`src/rtl/dbus_pma_gate.sv`:
```
// dbus_pma_gate: LSU data-bus front end. Every accepted load/store is checked
// for alignment and physical memory attributes. Legal transfers run on the
// AHB-Lite master port, one at a time. Faulting or deferred requests are
// answered locally without any bus activity.

package dbus_pma_gate_pkg;

   // One PMA region: inclusive byte range [base, last] plus its attributes.
   typedef struct packed {
      logic [31:0] base;
      logic [31:0] last;
      logic        r;
      logic        w;
      logic        x;
      logic        idem;
   } pma_cfg_t;

   localparam pma_cfg_t PMA_RAM = '{base: 32'h0000_0000, last: 32'h0000_FFFF,
                                    r: 1'b1, w: 1'b1, x: 1'b1, idem: 1'b1};
   localparam pma_cfg_t PMA_ROM = '{base: 32'h0001_0000, last: 32'h0001_FFFF,
                                    r: 1'b1, w: 1'b0, x: 1'b1, idem: 1'b1};
   localparam pma_cfg_t PMA_PER = '{base: 32'h1000_0000, last: 32'h1000_FFFF,
                                    r: 1'b1, w: 1'b1, x: 1'b0, idem: 1'b0};

   // Region 0 is RAM, region 1 is ROM, region 2 is the peripheral window.
   localparam pma_cfg_t [2:0] PMA_DEFAULT = {PMA_PER, PMA_ROM, PMA_RAM};

endpackage

// Physical memory attribute lookup. The lowest-numbered matching region wins;
// an address that matches no region is a violation.
module dbus_pma
   import dbus_pma_gate_pkg::*;
#(
   parameter int unsigned              PMA_ALIGN   = 10,
   parameter int unsigned              PMA_REGIONS = 3,
   parameter bit                       FETCH       = 1'b0,
   parameter pma_cfg_t [PMA_REGIONS-1:0] PMA_CFG   = PMA_DEFAULT
) (
   input  logic [31:0] addr,
   input  logic        write,
   output logic        violation,
   output logic        idempotent
);

   // Bits below PMA_ALIGN are masked off on both sides of the comparison.
   localparam logic [31:0] ALIGN_MASK = ~((32'd1 << PMA_ALIGN) - 32'd1);

   logic hit;
   logic allow;

   // Scan high to low so the lowest matching region is the one that sticks.
   always_comb begin
      hit        = 1'b0;
      allow      = 1'b0;
      idempotent = 1'b0;
      for (int i = int'(PMA_REGIONS) - 1; i >= 0; i--) begin
         if (((addr & ALIGN_MASK) >= (PMA_CFG[i].base & ALIGN_MASK)) &&
             ((addr & ALIGN_MASK) <= (PMA_CFG[i].last & ALIGN_MASK))) begin
            hit        = 1'b1;
            allow      = FETCH ? PMA_CFG[i].x : (write ? PMA_CFG[i].w : PMA_CFG[i].r);
            idempotent = PMA_CFG[i].idem;
         end
      end
      violation = !(hit && allow);
   end

endmodule

module dbus_pma_gate
   import dbus_pma_gate_pkg::*;
#(
   parameter int unsigned              PMA_ALIGN   = 10,
   parameter int unsigned              PMA_REGIONS = 3,
   parameter pma_cfg_t [PMA_REGIONS-1:0] PMA_CFG   = PMA_DEFAULT
) (
   input  logic        s_clk_i,
   input  logic        s_resetn_i,
   input  logic        s_req_valid_i,
   output logic        s_req_ready_o,
   input  logic [31:0] s_req_addr_i,
   input  logic        s_req_write_i,
   input  logic [1:0]  s_req_size_i,
   input  logic [31:0] s_req_wdata_i,
   input  logic        s_req_spec_i,
   output logic        s_rsp_valid_o,
   output logic [31:0] s_rsp_rdata_o,
   output logic [1:0]  s_rsp_code_o,
   output logic        s_rsp_defer_o,
   output logic [31:0] s_haddr_o,
   output logic        s_hwrite_o,
   output logic [2:0]  s_hsize_o,
   output logic [1:0]  s_htrans_o,
   output logic [31:0] s_hwdata_o,
   input  logic [31:0] s_hrdata_i,
   input  logic        s_hready_i,
   input  logic        s_hresp_i
);

   localparam logic [1:0] HTRANS_IDLE   = 2'b00;
   localparam logic [1:0] HTRANS_NONSEQ = 2'b10;

   localparam logic [1:0] CODE_OK    = 2'd0;
   localparam logic [1:0] CODE_PMA   = 2'd1;
   localparam logic [1:0] CODE_BUS   = 2'd2;
   localparam logic [1:0] CODE_ALIGN = 2'd3;

   typedef enum logic [1:0] {ST_IDLE, ST_ADDR, ST_DATA, ST_LOCAL} state_t;

   state_t      state_q, state_d;
   logic [31:0] addr_q, wdata_q;
   logic        write_q;
   logic [1:0]  size_q;
   logic        rsp_valid_q, rsp_defer_q;
   logic [1:0]  rsp_code_q;
   logic [31:0] rsp_rdata_q;

   logic        accept;
   logic        misaligned;
   logic        pma_violation;
   logic        pma_idem;
   logic        local_rsp;
   logic [1:0]  local_code;
   logic        local_defer;
   logic        bus_done;

   // The PMA looks at the live request so the decision is made in the accept cycle.
   dbus_pma #(
      .PMA_ALIGN   (PMA_ALIGN),
      .PMA_REGIONS (PMA_REGIONS),
      .FETCH       (1'b0),
      .PMA_CFG     (PMA_CFG)
   ) u_pma (
      .addr       (s_req_addr_i),
      .write      (s_req_write_i),
      .violation  (pma_violation),
      .idempotent (pma_idem)
   );

   // Ready only in IDLE, and not during the response pulse that closes a bus transfer.
   assign s_req_ready_o = (state_q == ST_IDLE) && !rsp_valid_q;
   assign accept        = s_req_valid_i && s_req_ready_o;
   assign bus_done      = (state_q == ST_DATA) && s_hready_i;

   // Classify the incoming request: misalignment beats PMA, PMA beats deferral.
   always_comb begin
      misaligned  = (s_req_size_i == 2'd3) ||
                    ((s_req_size_i == 2'd1) && s_req_addr_i[0]) ||
                    ((s_req_size_i == 2'd2) && (s_req_addr_i[1:0] != 2'b00));
      local_rsp   = 1'b1;
      local_code  = CODE_ALIGN;
      local_defer = 1'b0;
      if (misaligned) begin
         local_code = CODE_ALIGN;
      end else if (pma_violation) begin
         local_code = CODE_PMA;
      end else if (s_req_spec_i && !pma_idem) begin
         local_code  = CODE_ALIGN;
         local_defer = 1'b1;
      end else begin
         local_rsp = 1'b0;
      end
   end

   // FSM state register.
   always_ff @(posedge s_clk_i or negedge s_resetn_i) begin
      if (!s_resetn_i) state_q <= ST_IDLE;
      else             state_q <= state_d;
   end

   // FSM next-state: local answers take one cycle, bus transfers wait on hready.
   always_comb begin
      state_d = state_q;
      case (state_q)
         ST_IDLE:  if (accept) state_d = local_rsp ? ST_LOCAL : ST_ADDR;
         ST_LOCAL: state_d = ST_IDLE;
         ST_ADDR:  if (s_hready_i) state_d = ST_DATA;
         ST_DATA:  if (s_hready_i) state_d = ST_IDLE;
         default:  state_d = ST_IDLE;
      endcase
   end

   // Capture the request on accept; the bus outputs are driven from here.
   always_ff @(posedge s_clk_i or negedge s_resetn_i) begin
      if (!s_resetn_i) begin
         addr_q  <= '0;
         write_q <= 1'b0;
         size_q  <= '0;
         wdata_q <= '0;
      end else if (accept) begin
         addr_q  <= s_req_addr_i;
         write_q <= s_req_write_i;
         size_q  <= s_req_size_i;
         wdata_q <= s_req_wdata_i;
      end
   end

   // Registered one-cycle response; all fields return to zero outside the pulse.
   always_ff @(posedge s_clk_i or negedge s_resetn_i) begin
      if (!s_resetn_i) begin
         rsp_valid_q <= 1'b0;
         rsp_code_q  <= CODE_OK;
         rsp_defer_q <= 1'b0;
         rsp_rdata_q <= '0;
      end else begin
         rsp_valid_q <= 1'b0;
         rsp_code_q  <= CODE_OK;
         rsp_defer_q <= 1'b0;
         rsp_rdata_q <= '0;
         if (accept && local_rsp) begin
            rsp_valid_q <= 1'b1;
            rsp_code_q  <= local_code;
            rsp_defer_q <= local_defer;
         end else if (bus_done) begin
            rsp_valid_q <= 1'b1;
            rsp_code_q  <= s_hresp_i ? CODE_BUS : CODE_OK;
            rsp_rdata_q <= (!s_hresp_i && !write_q) ? s_hrdata_i : '0;
         end
      end
   end

   assign s_rsp_valid_o = rsp_valid_q;
   assign s_rsp_code_o  = rsp_code_q;
   assign s_rsp_defer_o = rsp_defer_q;
   assign s_rsp_rdata_o = rsp_rdata_q;

   assign s_htrans_o = (state_q == ST_ADDR) ? HTRANS_NONSEQ : HTRANS_IDLE;
   assign s_haddr_o  = addr_q;
   assign s_hwrite_o = write_q;
   assign s_hsize_o  = {1'b0, size_q};
   assign s_hwdata_o = wdata_q;

endmodule

```
`config.mk`:
```
export PLATFORM = sky130hd
export DESIGN_NAME = dbus_pma_gate
export DESIGN_NICKNAME = d
export VERILOG_FILES = /design/src/rtl/dbus_pma_gate.sv
export SDC_FILE = /design/constraint.sdc
export NUM_CORES = 1
export LEC_CHECK = 0
export CAP_MARGIN = 20
export CORE_UTILIZATION = 43
export DETAILED_ROUTE_END_ITERATION = 10
export MAX_ROUTING_LAYER = met4
export PLACE_DENSITY_LB_ADDON = 0.25
export SETUP_SLACK_MARGIN = 0.02
export SYNTH_ARGS = -nofsm -noshare
export SYNTH_HDL_FRONTEND = slang
export SYNTH_HIERARCHICAL = 1
export SYNTH_SLANG_ARGS = --single-unit
```
`constraint.sdc`:
```
create_clock -name s_clk_i -period 2.25 [get_ports s_clk_i]
set_input_delay 0.45 -clock s_clk_i [delete_from_list [all_inputs] [get_ports s_clk_i]]
set_output_delay 0.45 -clock s_clk_i [all_outputs]
set_load 0.05 [all_outputs]
```
==> run_results.csv <==
group,metric,value,unit
outcome,run_status,"finished clean",
clock_network,cts-root-buf,"sky130_fd_sc_hd__clkbuf_8",
clock_network,clk-insertion-delay-late,360,ps
drt,number_of_design_rule_violations_left_after_detail_routing,0,
setup_path,slowest_delay,560,ps
clock_network,clkSlewWorstSetupHoldPaths,100,ps
setup_path,worst_setup_path_startpoint,"s_req_addr_i[25]",
timing,tightestPinTransition,552.7,ps
finish,final_cell_mix,"sky130_fd_sc_hd__clkdlybuf4s50_1, sky130_fd_sc_hd__dfrtp_1, sky130_fd_sc_hd__mux2_4",
synth,netlist.top_cell.by_area,"sky130_fd_sc_hd__dfrtp_1",
synth,number_of_flops_mapped_to_enable_cells_by_yosys,0,
placement,port_buffers,209,
global_route,global_route.usage.total,0.2031,
timing,setup_viol,0,
floorplan,die_area,10160,um2
setup_path,critPathKind,"in2reg",
power_and_ir_drop,power.leakage,2.933,nW
synth,yosys_register_bits,105,
power_and_ir_drop,p_per_area,1483,nW/um2
synth,mappedNetlistArea,4195,um2
power_and_ir_drop,peakVddDrop,929.7,uV
setup_path,critical_path.top_delay_family,"simple AND/OR/NAND/NOR gates",
drt,average_wire_per_standard_cell,16.20,um
synth,synth_area_leaders,"sky130_fd_sc_hd__dfrtp_1, sky130_fd_sc_hd__mux2_4, sky130_fd_sc_hd__and2_2, sky130_fd_sc_hd__buf_12, sky130_fd_sc_hd__mux2_2",
synth,ys_dominant_reg_cell,"sky130_fd_sc_hd__dfrtp_1",
job,cap_viol_max_count,0,
setup_path,worst_path_max_delay_cell,"sky130_fd_sc_hd__or4_4",
drt,drt_iter0_drc,31,
setup_path,cp_num_buf_inv,2,
setup_path,depth_of_the_critical_timing_path_with_buffers_and_inverters_included,7,
global_route,grt_antenna_before_repair,0,
setup_path,timing.reg2reg.worst_path_depth,4,
finish,layout.cells.most_common,"sky130_fd_sc_hd__clkdlybuf4s50_1",
floorplan,core_area,9328,um2
timing,final_hold_viol_count,0,
synth,yosysSeqAreaShare,0.6263,
setup_path,critical_path.reg2reg.startpoint,"state_q[1]",
setup_path,reg2reg_to,"s_haddr_o[25]",
global_route,grt_pass1_wl,15130,um
placement,detailedPlacementHpwl,7075,um
placement,gp_congestion,0.7994,
setup_path,worstPathRequired,2470,ps
timing,rsz0062_at_grt,"false",
finish,syn_to_final_growth,57.65,%
finish,final-instance-count-excl-fill,598,
drt,route.antenna.remaining_nets,0,
floorplan,floorplan.die.width,100.8,um
setup_path,crit_path_max_fanout,3,
setup_path,critical_path.cell_chain,"clkdlybuf4s50_1, or4_4, nor3_4, and4b_1, inv_1, a221oi_4, o21ai_0",
timing,clock_skew_after_layout,14.42,ps
finish,layout.nets,569,
setup_path,crit_end,"s_rsp_valid_o",
floorplan,design.portCount,212,
drt,detail_route.first_pass.iterations,4,
synth,post-synth-top-area-fraction,0.6263,
setup_path,category_of_the_worst_setup_path_capture_point,"register",
timing,finalCritPeriodShare,0.9513,
synth,synth.yosys.warnings,6,
global_route,vias_in_the_first_global_route,3010,
placement,placedCellCount,581,
setup_path,setup.reg_to_reg.worst_slack,650,ps
synth,postSynthAreaPerCell,16.98,um2
synth,synthArstFlopShare,1.000,
drt,postRouteWirelength,9686,um
clock_network,clockBufferDepth,2,
drt,viasPerCell,4.637,
setup_path,critPathArrivalTime,2360,ps
floorplan,start_util,0.4498,
timing,timing.final.ws_setup,109.5,ps
synth,netlist_instances,247,
floorplan,placement_row_count,35,
finish,diodes,0,
min_path,class_of_the_tightest_hold_or_removal_check,"in2async",
timing,max_clock_freq,0.4672,GHz
drt,via_count,2773,
setup_path,critical_path.startpoint_type,"input pin",
finish,multi_input_comb_area,1426,um2
global_route,grt_overflow,0,
finish,finish.utilization,0.7091,
timing,post_layout_min_period,2141,ps
placement,setup_slack_at_placement,-307.6,ps
clock_network,h-tree-depth,3,
finish,seq_area,2628,um2
clock_network,cts_buffers,9,
finish,fill_cells,669,
clock_network,clkSinkCount,105,
clock_network,tritoncts,"built",
global_route,grt_start_max_net_pins,59,
synth,ys_types,31,
timing,drv_slew,0,
timing,slew_headroom,0.6303,
floorplan,dieHeight,100.8,um
finish,drive_above_1_share,0.2601,
==> worst min-delay path by stage <==
stage                     end  slack (ps)  cells after the start
2_1_floorplan    s_haddr_o[0]         150                      0
3_3_place_gp   s_hwdata_o[10]         260                      1
3_5_place_dp   s_hwdata_o[10]         260                      1
4_1_cts        s_hwdata_o[10]         420                      2
5_1_grt        s_hwdata_o[10]         410                      2
6_report       s_hwdata_o[10]         440                      2
==> through the flow <==
stage | cell area, um2 | hold slack, ps | TNS (ps) | power (mW)
floorplan | 4199 | 154.4 | 0 | 6.982
CTS | 6586 | 419.5 | 0 | 9.885
global placement | 6386 | 259.6 | -722.1 | 8.686
detailed placement | 6386 | 258.3 | -954.7 | 8.741
global route | 6614 | 410.3 | 0 | 10.22
finish | 6614 | 437.7 | 0 | 9.805
==> layer usage <==
metal / GRT usage / vias to the layer above / part of all wire
li1: - / 1269 / -
met1: 0.2533 / 1343 / 0.43
met5: - / - / 0
met2: 0.3082 / 148 / 0.46
met4: 0.07581 / 0 / 0.018
met3: 0.06796 / 13 / 0.091
==> cell usage after synthesis, types with 2 or more instances <==
master,instances
sky130_fd_sc_hd__nor2_1,2
sky130_fd_sc_hd__buf_4,2
sky130_fd_sc_hd__inv_1,3
sky130_fd_sc_hd__nor4_1,2
sky130_fd_sc_hd__and2_2,22
sky130_fd_sc_hd__o21ai_0,4
sky130_fd_sc_hd__mux2_4,59
sky130_fd_sc_hd__mux2_2,8
sky130_fd_sc_hd__dfrtp_1,105
sky130_fd_sc_hd__and2_1,10
sky130_fd_sc_hd__buf_12,7
sky130_fd_sc_hd__clkbuf_1,3
sky130_fd_sc_hd__nand2_1,2
==> cell type report <==
type,instances,area share
Sequential cell,105,0.3973
Clock buffer,11,0.02289
Tap cell,129,0.02440
Inverter,3,0.001703
Clock inverter,5,0.005865
Timing Repair Buffer,217,0.3322
Multi-Input combinational cell,128,0.2157
==> flip-flops by register name, indices dropped and copies added (netlist names) <==
register	flops
s_hwrite_o	1
s_hwdata_o	32
s_rsp_rdata_o	32
s_haddr_o	32
s_rsp_code_o	2
state_q	2
s_rsp_valid_o	1
s_rsp_defer_o	1
size_q	2
==> kinds of logic (layout without fill, tap and decap cells) <==
logic type             after synthesis  in the layout  synth area share
AND/OR/NAND/NOR                     50             50           0.08471
other                                1              2         0.0008939
flip-flops                         105            105            0.6263
buffers and inverters               15            236           0.04235
multiplexers                        67             67            0.2326
AO/OA/AOI/OAI                        9              9           0.01312
==> where the power goes <==
| part | switching (mW) | total (mW) | internal (mW) |
|---|---|---|---|
| clock network | 0.633 | 1.10 | 0.470 |
| logic | 3.35 | 5.74 | 2.39 |
| registers | 0.383 | 2.96 | 2.58 |
| total | 4.37 | 9.81 | 5.44 |
==> repair_timing <==
action,CTS,global route
hold buffers,1,0
resized for setup,0,5
setup endpoints to repair,0,3
endpoints found under the hold margin,1,0
setup buffers,0,0
(Power assumes the default switching activity.)
